**src/rtl/cpu_pkg.sv**
```systemverilog
// Shared CPU constants: datapath widths and architecturally named register indices.
// Imported by the register file, the decoder and the writeback mux.
package cpu_pkg;

    localparam int          CPU_DATA_W   = 32;
    localparam int          CPU_ADDR_W   = 5;
    localparam int          REG_ZERO     = 0;
    localparam int          REG_SP       = 29;
    localparam int          REG_RA       = 31;
    localparam int unsigned CPU_SP_RESET = 32'd128;

endpackage : cpu_pkg

```
**src/rtl/reg_file.sv**
```systemverilog
// 32 x 32 general-purpose register file: two combinational read ports with optional
// write-through forwarding, one write port, hard-wired zero register, SP reset value.
module reg_file
    import cpu_pkg::*;
#(
    parameter int          DATA_W   = CPU_DATA_W,
    parameter int          ADDR_W   = CPU_ADDR_W,
    parameter int          SP_IDX   = REG_SP,
    parameter int unsigned SP_RESET = CPU_SP_RESET,
    parameter bit          BYPASS   = 1'b1
) (
    input  logic              clk_i,
    input  logic              rst_i,
    input  logic [ADDR_W-1:0] rs_addr_i,
    input  logic [ADDR_W-1:0] rt_addr_i,
    input  logic [ADDR_W-1:0] rd_addr_i,
    input  logic [DATA_W-1:0] rd_data_i,
    input  logic              reg_write_i,
    output logic [DATA_W-1:0] rs_data_o,
    output logic [DATA_W-1:0] rt_data_o
);

    localparam int DEPTH = 2 ** ADDR_W;
    localparam logic [ADDR_W-1:0] ZERO_IDX = ADDR_W'(REG_ZERO);

    logic [DATA_W-1:0] regs_r [DEPTH];
    logic              wr_en_s;
    logic [DATA_W-1:0] rs_data_s;
    logic [DATA_W-1:0] rt_data_s;

    // Qualified write strobe; gated by reset so forwarding cannot leak pending data during reset.
    always_comb begin
        wr_en_s = 1'b0;
        if (rst_i && reg_write_i && (rd_addr_i != ZERO_IDX)) begin
            wr_en_s = 1'b1;
        end else begin
            wr_en_s = 1'b0;
        end
    end

    // Storage array: async clear (SP gets its reset value), one write per rising edge.
    always_ff @(posedge clk_i or negedge rst_i) begin
        if (!rst_i) begin
            for (int i = 0; i < DEPTH; i++) begin
                regs_r[i] <= (i == SP_IDX) ? DATA_W'(SP_RESET) : '0;
            end
        end else if (wr_en_s) begin
            regs_r[rd_addr_i] <= rd_data_i;
        end
    end

    // Read port 1: zero register, then same-cycle forwarding, then stored value.
    always_comb begin
        rs_data_s = '0;
        if (rs_addr_i == ZERO_IDX) begin
            rs_data_s = '0;
        end else if (BYPASS && wr_en_s && (rd_addr_i == rs_addr_i)) begin
            rs_data_s = rd_data_i;
        end else begin
            rs_data_s = regs_r[rs_addr_i];
        end
    end

    // Read port 2: same selection as port 1, evaluated independently.
    always_comb begin
        rt_data_s = '0;
        if (rt_addr_i == ZERO_IDX) begin
            rt_data_s = '0;
        end else if (BYPASS && wr_en_s && (rd_addr_i == rt_addr_i)) begin
            rt_data_s = rd_data_i;
        end else begin
            rt_data_s = regs_r[rt_addr_i];
        end
    end

    assign rs_data_o = rs_data_s;
    assign rt_data_o = rt_data_s;

endmodule : reg_file

```
**config.mk**
```make
export PLATFORM = sky130hd
export DESIGN_NAME = reg_file
export DESIGN_NICKNAME = d
export VERILOG_FILES = /design/src/rtl/cpu_pkg.sv /design/src/rtl/reg_file.sv
export SDC_FILE = /design/constraint.sdc
export NUM_CORES = 2
export LEC_CHECK = 0
export ABC_AREA = 1
export BUFFER_PORTS_ARGS = -buffer_cell sky130_fd_sc_hd__buf_2
export CAP_MARGIN = 20
export CORE_UTILIZATION = 46
export CTS_CLUSTER_DIAMETER = 120
export CTS_CLUSTER_SIZE = 20
export DETAILED_ROUTE_END_ITERATION = 16
export GPL_TIMING_DRIVEN = 1
export HOLD_SLACK_MARGIN = 0.1
export SLEW_MARGIN = 15
export SYNTH_ARGS = -nofsm -noshare
export SYNTH_HDL_FRONTEND = slang
export SYNTH_SLANG_ARGS = --single-unit
```
**constraint.sdc**
```tcl
create_clock -name clk_i -period 3.2 [get_ports clk_i]
set_input_delay 0.48 -clock clk_i [delete_from_list [all_inputs] [get_ports clk_i]]
set_output_delay 0.48 -clock clk_i [all_outputs]
set_load 0.1 [all_outputs]
```
Yosys cells after proc, flatten, opt, wreduce, memory -nomap -nowiden --
Index checks and enable logic that the tools add are counted.
Word-level totals: register bits after elaboration 1024, bits of input ports 50, output and inout port bits 64, word-level logic and storage cells 63
Cells by class: $lt $le $gt $ge 4, eq/ne operators 2, muxes and demuxes 14, bitwise logic cells 3, reduce and logical (&&, ||, !) cells 8
Operators by type and width (number):
- 1024-bit bitwise mux | 1
- 32-bit binary-select mux with 5-bit select | 2
- 32-bit two-way mux | 9
- 32-bit demux with 5-bit select | 1
- 6-bit greater-or-equal comparator (second input constant) | 3
- 5-bit NOT with 6-bit output | 3
- 5-bit == test | 2
- 5-bit zero test | 2
- 6-bit by 1-bit less-than comparator with 1-bit output (second input constant) | 1
- 1-bit logical AND | 5
- 5-bit nonzero test | 1
- 1-bit two-way mux | 1

Depth between registers and ports, before layout --
depth after elaboration 6, depth in mapped cells 14, gate-level depth less buffers 11

Worst setup path before layout --
Ideal clock, no wire load.
kind input to output, start point input port rd_addr_i[4], end point output port rs_data_o[10], arrival time 3.219 ns, setup slack -0.499 ns, stages 11, cells stage by stage buf_4 -> inv_1 -> nand2_2 -> nor2_4 -> nand2_2 -> nand2_4 -> inv_2 -> nand3_2 -> clkbuf_1 -> o21ai_0 -> a21oi_1
Between the ends: cells in the longest elaborated chain, start to end 6, elaborated cells between the ends (all ways) 7
Ends and longest elaborated chain:
- from (decl) | line reg_file.sv:16 | input logic [ADDR_W-1:0] rd_addr_i,
- 5-bit nonzero test | line reg_file.sv:34 | if (rst_i && reg_write_i && (rd_addr_i != ZERO_IDX)) begin
- 1-bit logical AND | line reg_file.sv:34
- 1-bit two-way mux | line reg_file.sv:34
- 1-bit logical AND * | line reg_file.sv:57 | end else if (BYPASS && wr_en_s && (rd_addr_i == rs_addr_i)) begin
- 32-bit two-way mux * | line reg_file.sv:57
- 32-bit two-way mux * | line reg_file.sv:55 | if (rs_addr_i == ZERO_IDX) begin
- to (decl) | line reg_file.sv:19 | output logic [DATA_W-1:0] rs_data_o,
Mark *: on every way between the ends. The rest lies on a longest branch, timed or not.

Worst setup path in the final report --
start point input port rd_addr_i[3], end point output port rs_data_o[16]
Same word-level chain as after synthesis.

==> metrics.log <==
[metrics] result of the run: complete, no violations
[metrics] DIE HEIGHT: 358 um
[metrics] WP buf/inv: 5
[metrics] minimum clock period: 3.13 ns
[metrics] slowest cell on the critical path: a21oi_2
[metrics] core box area: 126000 um^2
[metrics] maximum number of pins on one net before global-route repair: 167
[metrics] setup slack, reg-to-reg: 2.44 ns
[metrics] RSZ-0062 raised after global routing: no
[metrics] Worst Reg2Reg Path Length in Cells: 2
[metrics] max-cap check violation count: 0
[metrics] ys flop type: dfrtp_1
[metrics] CTS root buffer: clkbuf_16
[metrics] total of fill cells in the finished design: 12404
[metrics] required time worst endpoint: 2.72 ns
[metrics] fraction of final layout cells with drive strength greater than 1: 7.34%
[metrics] cell area after placement: 62500 um^2
[metrics] number of global-route vias before repair: 52472
[metrics] Tightest Pin Transition: 1.04 ns
[metrics] number of distinct standard cells referenced by the synthesized netlist: 29
[metrics] Yosys Warn Count: 0
[metrics] maximum fanout along the worst path: 21
[metrics] class of the tightest hold or removal check: in2async
[metrics] number of nets still failing antenna checks after routing: 0
[metrics] maximum achievable frequency: 319 MHz
[metrics] synthesized instance count: 8528
[metrics] total global routing overflow: 0
[metrics] total DRC errors in the routed layout: 0
[metrics] number of input and output port buffers inserted: 113
[metrics] Synth Cell Area: 58400 um^2
[metrics] critical path data arrival time: 2.65 ns
[metrics] Inserted Clock Buffers: 57
[metrics] Cell Rows: 130
[metrics] mean number of vias per cell: 5.89
[metrics] overall track demand over capacity in global routing: 34.6%
[metrics] average wire per standard cell: 22.8 um
[metrics] crit path cell chain: buf_2 -> inv_1 -> nand2_2 -> nor2_4 -> nand2_2 -> nand2_4 -> inv_2 -> nand3_4 -> buf_12 -> o21ai_0 -> a21oi_2 -> buf_12
[metrics] fin nets: 8227
[metrics] Clock Skew: 0 ns
[metrics] Final Instance Area: 64100 um^2
[metrics] Largest regs: regs_r x1024
[metrics] DRC violation total after the first TritonRoute iteration: 7987
[metrics] number of nets produced by synthesis: 8578
[metrics] DP Wirelength: 131000 um
[metrics] post-synthesis to final-layout area growth: 9.70%
[metrics] initial antenna violation count: 6
[metrics] endpoint kind of the worst setup timing path: primary output
[metrics] number of flops mapped to enable cells by yosys: 0
[metrics] effective utilization at floorplan: 46.4%
[metrics] classification of the worst setup path: in2out
[metrics] Largest delay share family, worst path: buffers and inverters
[metrics] Worst VDD drop: 467 uV
[metrics] capture point of the critical path: rs_data_o[16]
[metrics] 1st-pass router iterations: 6
[metrics] aggregate routed wire length: 224000 um
[metrics] fraction of the cycle the final worst path needs: 97.9%
[metrics] Longest Clk Path Bufs: 3
[metrics] final design utilization: 50.9%
[metrics] flip-flop count of the largest register, all copies and words added: 1024
[metrics] Final Hold Vio Count: 0
[metrics] Synth async-reset ratio: 100%
[metrics] global-route wire length before repair: 337000 um
[metrics] Avg Inst Size Synth: 6.85 um^2
[metrics] overall power of the completed layout: 0.0310 W
[metrics] number of storage elements in the synthesis netlist: 1024
[metrics] Reg with most FFs: regs_r
[metrics] Seq/Total Area, Yosys: 43.9%
[metrics] slew margin rel.: 30.3%
[metrics] Worst path max stage delay: 0.44 ns
[metrics] count of cell instances traversed by the critical path: 12
[metrics] final-report setup violation count: 0
[metrics] power per cell area: 485 nW/um^2
[metrics] floorplan die width: 358 um
[metrics] clock-pin transition on the worst setup and hold timing paths: 0.09 ns
[metrics] start point of the critical path: rd_addr_i[3]
[metrics] count of H-tree levels built during CTS: 2
[metrics] launching point of the worst reg2reg path: regs_r[48]$_DFFE_PN0P_
[metrics] leakage dissipation: 30.5 nW
[metrics] CTS tree: done
[metrics] total number of vias: 57934
[metrics] Total Die Area: 128000 um^2
[metrics] Critical Path Source Type: primary input
[metrics] gpl congestion: 0.900
[metrics] Ports: 114
[metrics] number of clock sinks seen by CTS: 1024
[metrics] count of final max-slew check failures: 0
[metrics] worst flop-to-flop path endpoint: regs_r[48]$_DFFE_PN0P_
[metrics] clk_lat worst skew: 0.70 ns
[worst min path at each step]
stage | from | to | slack (ns) | depth (start not counted)
final | rst_i | regs_r[105]$_DFFE_PN0P_ | 0.37 | 3
after global routing | rst_i | regs_r[105]$_DFFE_PN0P_ | 0.39 | 3
after CTS | rd_data_i[20] | regs_r[788]$_DFFE_PN0P_ | 0.36 | 3
after detailed placement | regs_r[1004]$_DFFE_PN0P_ | regs_r[1004]$_DFFE_PN0P_ | 0.37 | 0
after global placement | regs_r[995]$_DFFE_PN0P_ | regs_r[995]$_DFFE_PN0P_ | 0.36 | 0
after floorplan | rst_i | regs_r[0]$_DFFE_PN0P_ | 0.18 | 0
[where the power goes]
part           leakage, nW  switching, W  internal, W  total (W)
clock network        0.733       0.00466      0.00324    0.00789
logic                 16.1       0.00491      0.00255    0.00747
registers             13.7       0.00114       0.0146     0.0157
total                 30.5        0.0107       0.0203     0.0310
[cells by family after synthesis]
group | after synthesis | share of synthesized area [%]
simple gates | 4300 | 30.6
compound gates | 1809 | 16.3
xor+xnor | 5 | 0.0750
buf+inv | 1390 | 9.19
flops | 1024 | 43.9
[cells in the mapped netlist (3+ instances only)]
library cell | number | area share [%]
nand2_1 | 2761 | 18
o21ai_0 | 1240 | 11
nand3_1 | 1099 | 9.4
dfrtp_1 | 1023 | 44
inv_1 | 619 | 4.0
clkbuf_1 | 578 | 3.7
nor2_1 | 333 | 2.1
a21oi_1 | 261 | 2.2
o211ai_1 | 180 | 2.3
o21ai_1 | 128 | 1.1
buf_2 | 107 | 0.92
buf_1 | 78 | 0.50
or2_2 | 65 | 0.70
nand2_2 | 25 | 0.27
inv_2 | 5 | 0.032
nand4_1 | 4 | 0.043
xnor2_1 | 4 | 0.060
nor2_2 | 3 | 0.032
[cell type report]
cell class | count | area [um^2] | area share, %
antenna | 2 | 5.00 | 0.00781
clock buffer | 68 | 1470 | 2.29
clock inverter | 5 | 38.8 | 0.0606
inverter | 624 | 2380 | 3.71
multi-input combinational | 6114 | 27800 | 43.5
sequential | 1024 | 25600 | 40.0
tap | 1650 | 2060 | 3.22
timing repair buffer | 356 | 4640 | 7.25
[metal layers]
metal,GRT usage (%),part of all wire (%)
met5,0,0.012
met4,13.0,4.0
met1,48.9,43
met2,53.3,44
met3,5.50,9.3
[repair_timing]
| item | 4_1_cts | 5_1_grt |
|---|---|---|
| endpoints found under the hold margin | 143 | 0 |
| setup buffers | 0 | 0 |
| hold buffers | 1 | 0 |
| gates resized for setup | 0 | 1 |
| setup endpoints to repair | 0 | 1 |
[cell usage in the layout, fill, tap and decap left out, types with 5 or more instances in the layout]
| cell type | count |
|---|---|
| nand2_1 | 2755 |
| o21ai_0 | 1240 |
| nand3_1 | 1097 |
| dfrtp_1 | 1023 |
| inv_1 | 612 |
| nor2_1 | 328 |
| a21oi_1 | 205 |
| o211ai_1 | 180 |
| buf_12 | 163 |
| buf_4 | 141 |
| o21ai_1 | 128 |
| or2_2 | 65 |
| clkbuf_16 | 57 |
| a21oi_2 | 56 |
| buf_2 | 44 |
| nand2_4 | 30 |
| clkbuf_1 | 11 |
| nor2_2 | 6 |
| inv_6 | 5 |
| inv_2 | 5 |
[tightest hold or removal path, stage by stage]
cell and delay, ns:
buf_8 0.08, dlygate4sd3_1 0.63, buf_4 0.26
[stage by stage]
step	worst slack, ns	TNS [ns]	hold WS (ns)	instances
2_1_floorplan	-0.424	-1.68	0.184	8528
3_3_place_gp	0.136	0	0.365	9767
3_5_place_dp	0.134	0	0.366	9767
4_1_cts	0.129	0	0.360	9841
5_1_grt	0.00698	0	0.388	9842
6_report	0.0672	0	0.365	9843
(Power assumes the default switching activity.)
